$ cat config.mk
export PLATFORM = sky130hd
export DESIGN_NAME = sample_frame_ctrl
export DESIGN_NICKNAME = d
export VERILOG_FILES = /design/src/rtl/sample_frame_ctrl.sv
export SDC_FILE = /design/constraint.sdc
export NUM_CORES = 1
export LEC_CHECK = 0
export BUFFER_PORTS_ARGS = -buffer_cell sky130_fd_sc_hd__buf_2
export CAP_MARGIN = 30
export CORE_MARGIN = 2
export CORE_UTILIZATION = 46
export CTS_BUF_LIST = sky130_fd_sc_hd__clkbuf_4
export DETAILED_ROUTE_END_ITERATION = 6
export PLACE_DENSITY = 0.76
export SLEW_MARGIN = 20
export SYNTH_ARGS = -nofsm -noshare
export SYNTH_HDL_FRONTEND = slang
export SYNTH_SLANG_ARGS = --single-unit
$ cat constraint.sdc
create_clock -name clk -period 1.8 [get_ports clk]
set_input_delay 0.18 -clock clk [delete_from_list [all_inputs] [get_ports clk]]
set_output_delay 0.18 -clock clk [all_outputs]
set_load 0.01 [all_outputs]
$ cat src/rtl/sample_frame_ctrl.sv
// rtl/sample_frame_ctrl.sv - UART sample framer: sync hunt, 4-byte merge sequencing, single-entry sample slot.
// Optional trailing XOR checksum byte enabled by defining FRAME_CHECKSUM_EN.
module sample_frame_ctrl #(
  parameter int WIDTH       = 16,
  parameter int FRAME_LEN   = 8,
  parameter int TIMEOUT_CYC = 4096
) (
  input  logic               clk,
  input  logic               rst_n,
  input  logic               uart_valid_i,
  input  logic [7:0]         uart_data_i,
  output logic               merge_start_o,
  output logic               merge_rst_o,
  input  logic               merge_finished_i,
  input  logic [2*WIDTH-1:0] merge_data_i,
  output logic [WIDTH-1:0]   sample_i_o,
  output logic [WIDTH-1:0]   sample_q_o,
  output logic               sample_valid_o,
  input  logic               sample_ready_i,
  output logic               frame_err_o,
  output logic               overflow_o
);

  localparam int IW = $clog2(TIMEOUT_CYC + 1);

  typedef enum logic [2:0] {
    HUNT, SYNC1, COLLECT, CAPTURE
`ifdef FRAME_CHECKSUM_EN
    , TAIL
`endif
  } state_t;

  state_t             state_q, state_d;
  logic [1:0]         byte_cnt_q, byte_cnt_d;
  logic [7:0]         sample_cnt_q, sample_cnt_d;
  logic [IW-1:0]      idle_q;
  logic [2*WIDTH-1:0] slot_q;
  logic               slot_valid_q;
  logic               overflow_q;
  logic               capture, start, mrst, err, timeout;
`ifdef FRAME_CHECKSUM_EN
  logic [7:0]         csum_q;
`endif

  // Fires on the TIMEOUT_CYC-th consecutive cycle without a byte.
  assign timeout = (idle_q == IW'(TIMEOUT_CYC - 1)) && !uart_valid_i;

  always_comb begin
    state_d      = state_q;
    byte_cnt_d   = byte_cnt_q;
    sample_cnt_d = sample_cnt_q;
    capture      = 1'b0;
    start        = 1'b0;
    mrst         = 1'b0;
    err          = 1'b0;
    case (state_q)
      HUNT: begin
        if (uart_valid_i && uart_data_i == 8'hA5) state_d = SYNC1;
      end
      SYNC1: begin
        if (timeout) begin
          err     = 1'b1;
          mrst    = 1'b1;
          state_d = HUNT;
        end else if (uart_valid_i) begin
          if (uart_data_i == 8'h5A) begin
            state_d      = COLLECT;
            byte_cnt_d   = 2'd0;
            sample_cnt_d = 8'd0;
            mrst         = 1'b1;
          end else if (uart_data_i != 8'hA5) begin
            state_d = HUNT;
          end
        end
      end
      COLLECT: begin
        if (timeout) begin
          err     = 1'b1;
          mrst    = 1'b1;
          state_d = HUNT;
        end else if (uart_valid_i) begin
          start = 1'b1;
          if (byte_cnt_q == 2'd3) begin
            byte_cnt_d = 2'd0;
            state_d    = CAPTURE;
          end else begin
            byte_cnt_d = byte_cnt_q + 2'd1;
          end
        end
      end
      CAPTURE: begin
        // A byte landing here cannot be forwarded, so the frame is abandoned.
        if (uart_valid_i) begin
          err     = 1'b1;
          state_d = HUNT;
        end else if (!merge_finished_i) begin
          err     = 1'b1;
          mrst    = 1'b1;
          state_d = HUNT;
        end else begin
          capture      = 1'b1;
          sample_cnt_d = sample_cnt_q + 8'd1;
          if (sample_cnt_q == 8'(FRAME_LEN - 1)) begin
`ifdef FRAME_CHECKSUM_EN
            state_d = TAIL;
`else
            state_d = HUNT;
`endif
          end else begin
            state_d = COLLECT;
          end
        end
      end
`ifdef FRAME_CHECKSUM_EN
      TAIL: begin
        if (timeout) begin
          err     = 1'b1;
          mrst    = 1'b1;
          state_d = HUNT;
        end else if (uart_valid_i) begin
          err     = (uart_data_i != csum_q);
          state_d = HUNT;
        end
      end
`endif
      default: state_d = HUNT;
    endcase
  end

  always_ff @(posedge clk) begin
    if (!rst_n) begin
      state_q      <= HUNT;
      byte_cnt_q   <= 2'd0;
      sample_cnt_q <= 8'd0;
      idle_q       <= '0;
      slot_q       <= '0;
      slot_valid_q <= 1'b0;
      overflow_q   <= 1'b0;
    end else begin
      state_q      <= state_d;
      byte_cnt_q   <= byte_cnt_d;
      sample_cnt_q <= sample_cnt_d;
      if (uart_valid_i) idle_q <= '0;
      else if (idle_q < IW'(TIMEOUT_CYC)) idle_q <= idle_q + 1'b1;
      // Same-edge capture and handshake keeps the new sample resident.
      if (capture) begin
        if (!slot_valid_q || sample_ready_i) begin
          slot_q       <= merge_data_i;
          slot_valid_q <= 1'b1;
        end else begin
          overflow_q <= 1'b1;
        end
      end else if (slot_valid_q && sample_ready_i) begin
        slot_valid_q <= 1'b0;
      end
    end
  end

`ifdef FRAME_CHECKSUM_EN
  always_ff @(posedge clk) begin
    if (!rst_n) csum_q <= 8'd0;
    else if (state_q == SYNC1) csum_q <= 8'd0;
    else if (start) csum_q <= csum_q ^ uart_data_i;
  end
`endif

  // Strobes are gated so nothing leaks out while reset is held.
  assign merge_start_o  = start & rst_n;
  assign merge_rst_o    = mrst & rst_n;
  assign frame_err_o    = err & rst_n;
  assign sample_i_o     = slot_q[2*WIDTH-1:WIDTH];
  assign sample_q_o     = slot_q[WIDTH-1:0];
  assign sample_valid_o = slot_valid_q;
  assign overflow_o     = overflow_q;

endmodule

==> impl_metrics.tcl <==
set metrics [dict create \
    die_area_um2 6310 \
    globalRoute.totalOverflow 0 \
    worstHoldPathType "input pin to flip-flop" \
    drt-wirelength-per-cell_um 12.4 \
    placedInstanceArea_um2 3160 \
    final-max-slew-violation-count 0 \
    timing.final.crit_share 1.14 \
    antenna-diode-count 0 \
    floorplan.io_pins 82 \
    wl_um 6170 \
    syn_to_final_growth_pct 35.3 \
    slew_headroom 0.677 \
    groute.layer.met1.usage 0.236 \
    die_h_um 79.5 \
    cts.htree.levels 3 \
    critPathTopFamily "simple AND/OR/NAND/NOR gates" \
    global_routing_s_busiest_layer "met2" \
    dp_worst_setup_slack_ps 45.2 \
    cts_tree "built" \
    max-vdd-ir-drop_mv 0.437 \
    synth_edf_count 0 \
    place.port_buffers 81 \
    drv_cap 0 \
    critical-path-slowest-cell "dfxtp_2" \
    setup_slack_ps -260 \
    drt-pass1-iter-count 4 \
    critical_path.endpoint_type "output port" \
    post_synthesis_mean_instance_area_um2 8.47 \
    grt_util_met2 0.344 \
    post_synth_inst_count 309 \
    netlist_top_cells_area "dfxtp_1, nand2_1, a21oi_1, nor2_1, ha_1" \
    drcViolationCount 0 \
    critical_path_class "flip-flop to output port" \
    yosys.area.top_type "dfxtp_1" \
    postLayoutCellArea_um2 3540 \
    finalNetCount 473 \
    grt_use_met3 0.0532 \
    synth-async-reset-ratio 0 \
    drt-vias-per-instance 5.05 \
    final_estimated_routing_congestion_in_global_placement 0.867 \
    fp.coreArea_um2 5510 \
    starting_density_of_the_core 0.476 \
    synth_top_area_share 0.451 \
    cts_made_buffers 9 \
    synth_sequential_area_ratio 0.451 \
    cp.arrival_ps 1880 \
    dp_hpwl_um 4010 \
    number_of_placement_rows 27 \
    fin_worst_skew_ps 9.02 \
    wire_length_of_the_first_global_routing_pass_um 10100 \
    clock_path_buffers 2 \
    dominantRegCellSynth "dfxtp_1" \
    drt.antenna.violating_nets 0 \
    cp_num_buf_inv 1 \
    clock_tree.root_cell "clkbuf_4" \
    power_density_nw_per_um2 806 \
    timing.critical_path.cells "ha_4 > and4b_4 > nand3_4 > nor3_4 > o21ai_1 > a221oi_2 > buf_2" \
    number_of_flip_flops_and_latches_in_the_synthesized_netlist 59 \
    chip_width_um 79.5 \
    worstSetupStartpointType "flip-flop" \
    final_critical_path_time_including_i_o_delays_and_setup_ps 2060 \
    clkSinkCount 59 \
    largest_net_degree_at_the_start_of_global_routing 33 \
    grt_util_all_layers 0.205 \
    vias 2512 \
    clk_transition_reported_paths_ps 100 \
    number_of_warning_messages_in_the_yosys_log 0 \
    drt_iter0_markers 120 \
    worst_pin_slew_ps 482 \
    cp.required_ps 1620 \
    antenna_found_initial 0 \
    netlist_area_before_placement_um2 2620 \
    drive_above_1_share 0.308 \
    p_leak_nw 1.49 \
    yosysUniqueCellTypes 48 \
    insertion_delay_ps 390 \
    crit_path_max_incr_delay_ps 360 \
    clock.fmax_ghz 0.486 \
    violations_in_the_final_reports "negative setup slack" \
    grt_pass1_vias 2402 \
    run_status "finished, violations left" \
    final-hold-violation-count 0 \
    grt_setup_unrepaired "true" \
    syn-num-nets 361 \
    crit_fanout 3 \
    setup_violations 3 \
]
-- report_power, final --
part	internal, mW	leakage (nW)	switching [mW]	total [mW]
Sequential	1.34	0.477	0.0320	1.38
Combinational	0.287	0.951	0.321	0.608
Clock	0.414	0.0664	0.456	0.870
Total	2.05	1.49	0.808	2.85
-- worst paths after layout --
kind	startpoint	end	slack, ps	depth (start not counted)
setup / recovery	idle_q[0]	merge_rst_o	-260	7
hold / removal	merge_data_i[5]	slot_q[5]	20	3
setup reg to reg	idle_q[0]	state_q[1]	-20	8
hold reg to reg	slot_q[2]	slot_q[2]	450	2
-- final cells by class --
| class | count | area [um^2] |
|---|---|---|
| Tap cell | 72 | 90.1 |
| Fill cell | 462 | 1960 |
| Timing Repair Buffer | 115 | 728 |
| Sequential cell | 59 | 1180 |
| Inverter | 7 | 26.3 |
| Clock buffer | 10 | 75.1 |
| Clock inverter | 5 | 45.0 |
| Multi-Input combinational cell | 229 | 1390 |
-- through the flow --
stage / cells / total power, mW / TNS, ps / utilization / hold WS (ps)
finish: 497 / 2.85 / -500 / 0.643 / 19.8
global route: 497 / 2.99 / -852 / 0.643 / 9.76
CTS: 496 / 2.83 / -476 / 0.636 / 0.157
detailed placement: 459 / 1.93 / 0 / 0.573 / 427
global placement: 459 / 1.93 / 0 / 0.573 / 420
floorplan: 309 / 1.77 / 0 / - / 313
-- sequential cells by signal, indices dropped and copies added (netlist names) --
name,flops
slot_q,32
idle_q,13
sample_cnt_q,8
byte_cnt_q,2
state_q,2
overflow_o,1
sample_valid_o,1
-- cells by family after synthesis --
logic type | after synthesis | share of synthesized area
simple gates | 147 | 0.289
compound gates | 57 | 0.130
mux | 2 | 0.00764
buf+inv | 21 | 0.0358
flops | 59 | 0.451
fa+ha+maj | 7 | 0.0334
xor+xnor | 16 | 0.0535
-- routing by layer --
layer | up-vias | part of all wire
met4 | 0 | 0.026
met2 | 84 | 0.48
li1 | 1272 | -
met1 | 1138 | 0.43
met5 | - | 0
met3 | 18 | 0.062
-- Yosys cell counts (2+ instances only) --
library cell / count
nor3_1: 5
or3_1: 2
buf_2: 3
clkbuf_1: 8
xnor2_1: 7
inv_1: 7
and4bb_2: 3
nand3_1: 5
dfxtp_1: 59
a21oi_1: 42
o21bai_1: 2
nand4b_1: 2
nand2b_1: 4
ha_1: 7
o21ai_0: 4
nand4_1: 5
mux2i_1: 2
nor2_1: 29
nand2_1: 76
xor2_1: 9
-- tightest hold or removal path, stage by stage --
cell	delay (ps)
buf_2	90
nand2_1	40
a21oi_1	50
-- layout by cell type, fill, tap and decap left out, types with 3 or more instances in the layout --
| cell type | n |
|---|---|
| buf_2 | 81 |
| nand2_1 | 76 |
| dfxtp_1 | 56 |
| a21oi_1 | 42 |
| nor2_1 | 29 |
| dlygate4sd3_1 | 17 |
| buf_4 | 15 |
| clkbuf_4 | 10 |
| xor2_1 | 9 |
| inv_1 | 7 |
| xnor2_1 | 7 |
| nand3_1 | 5 |
| nand4_1 | 5 |
| nor3_1 | 5 |
| nand2b_1 | 4 |
| o21ai_0 | 4 |
| clkinv_1 | 4 |
| ha_1 | 3 |
| ha_2 | 3 |
| dfxtp_2 | 3 |
-- repair_timing --
action	CTS	global route
setup buffers	5	1
hold buffers	17	0
pin swaps	4	4
hold endpoints to repair	17	0
gates resized for setup	4	8
cloned	0	0
setup endpoints to repair	2	9
Power figures use the tool's default switching activity.
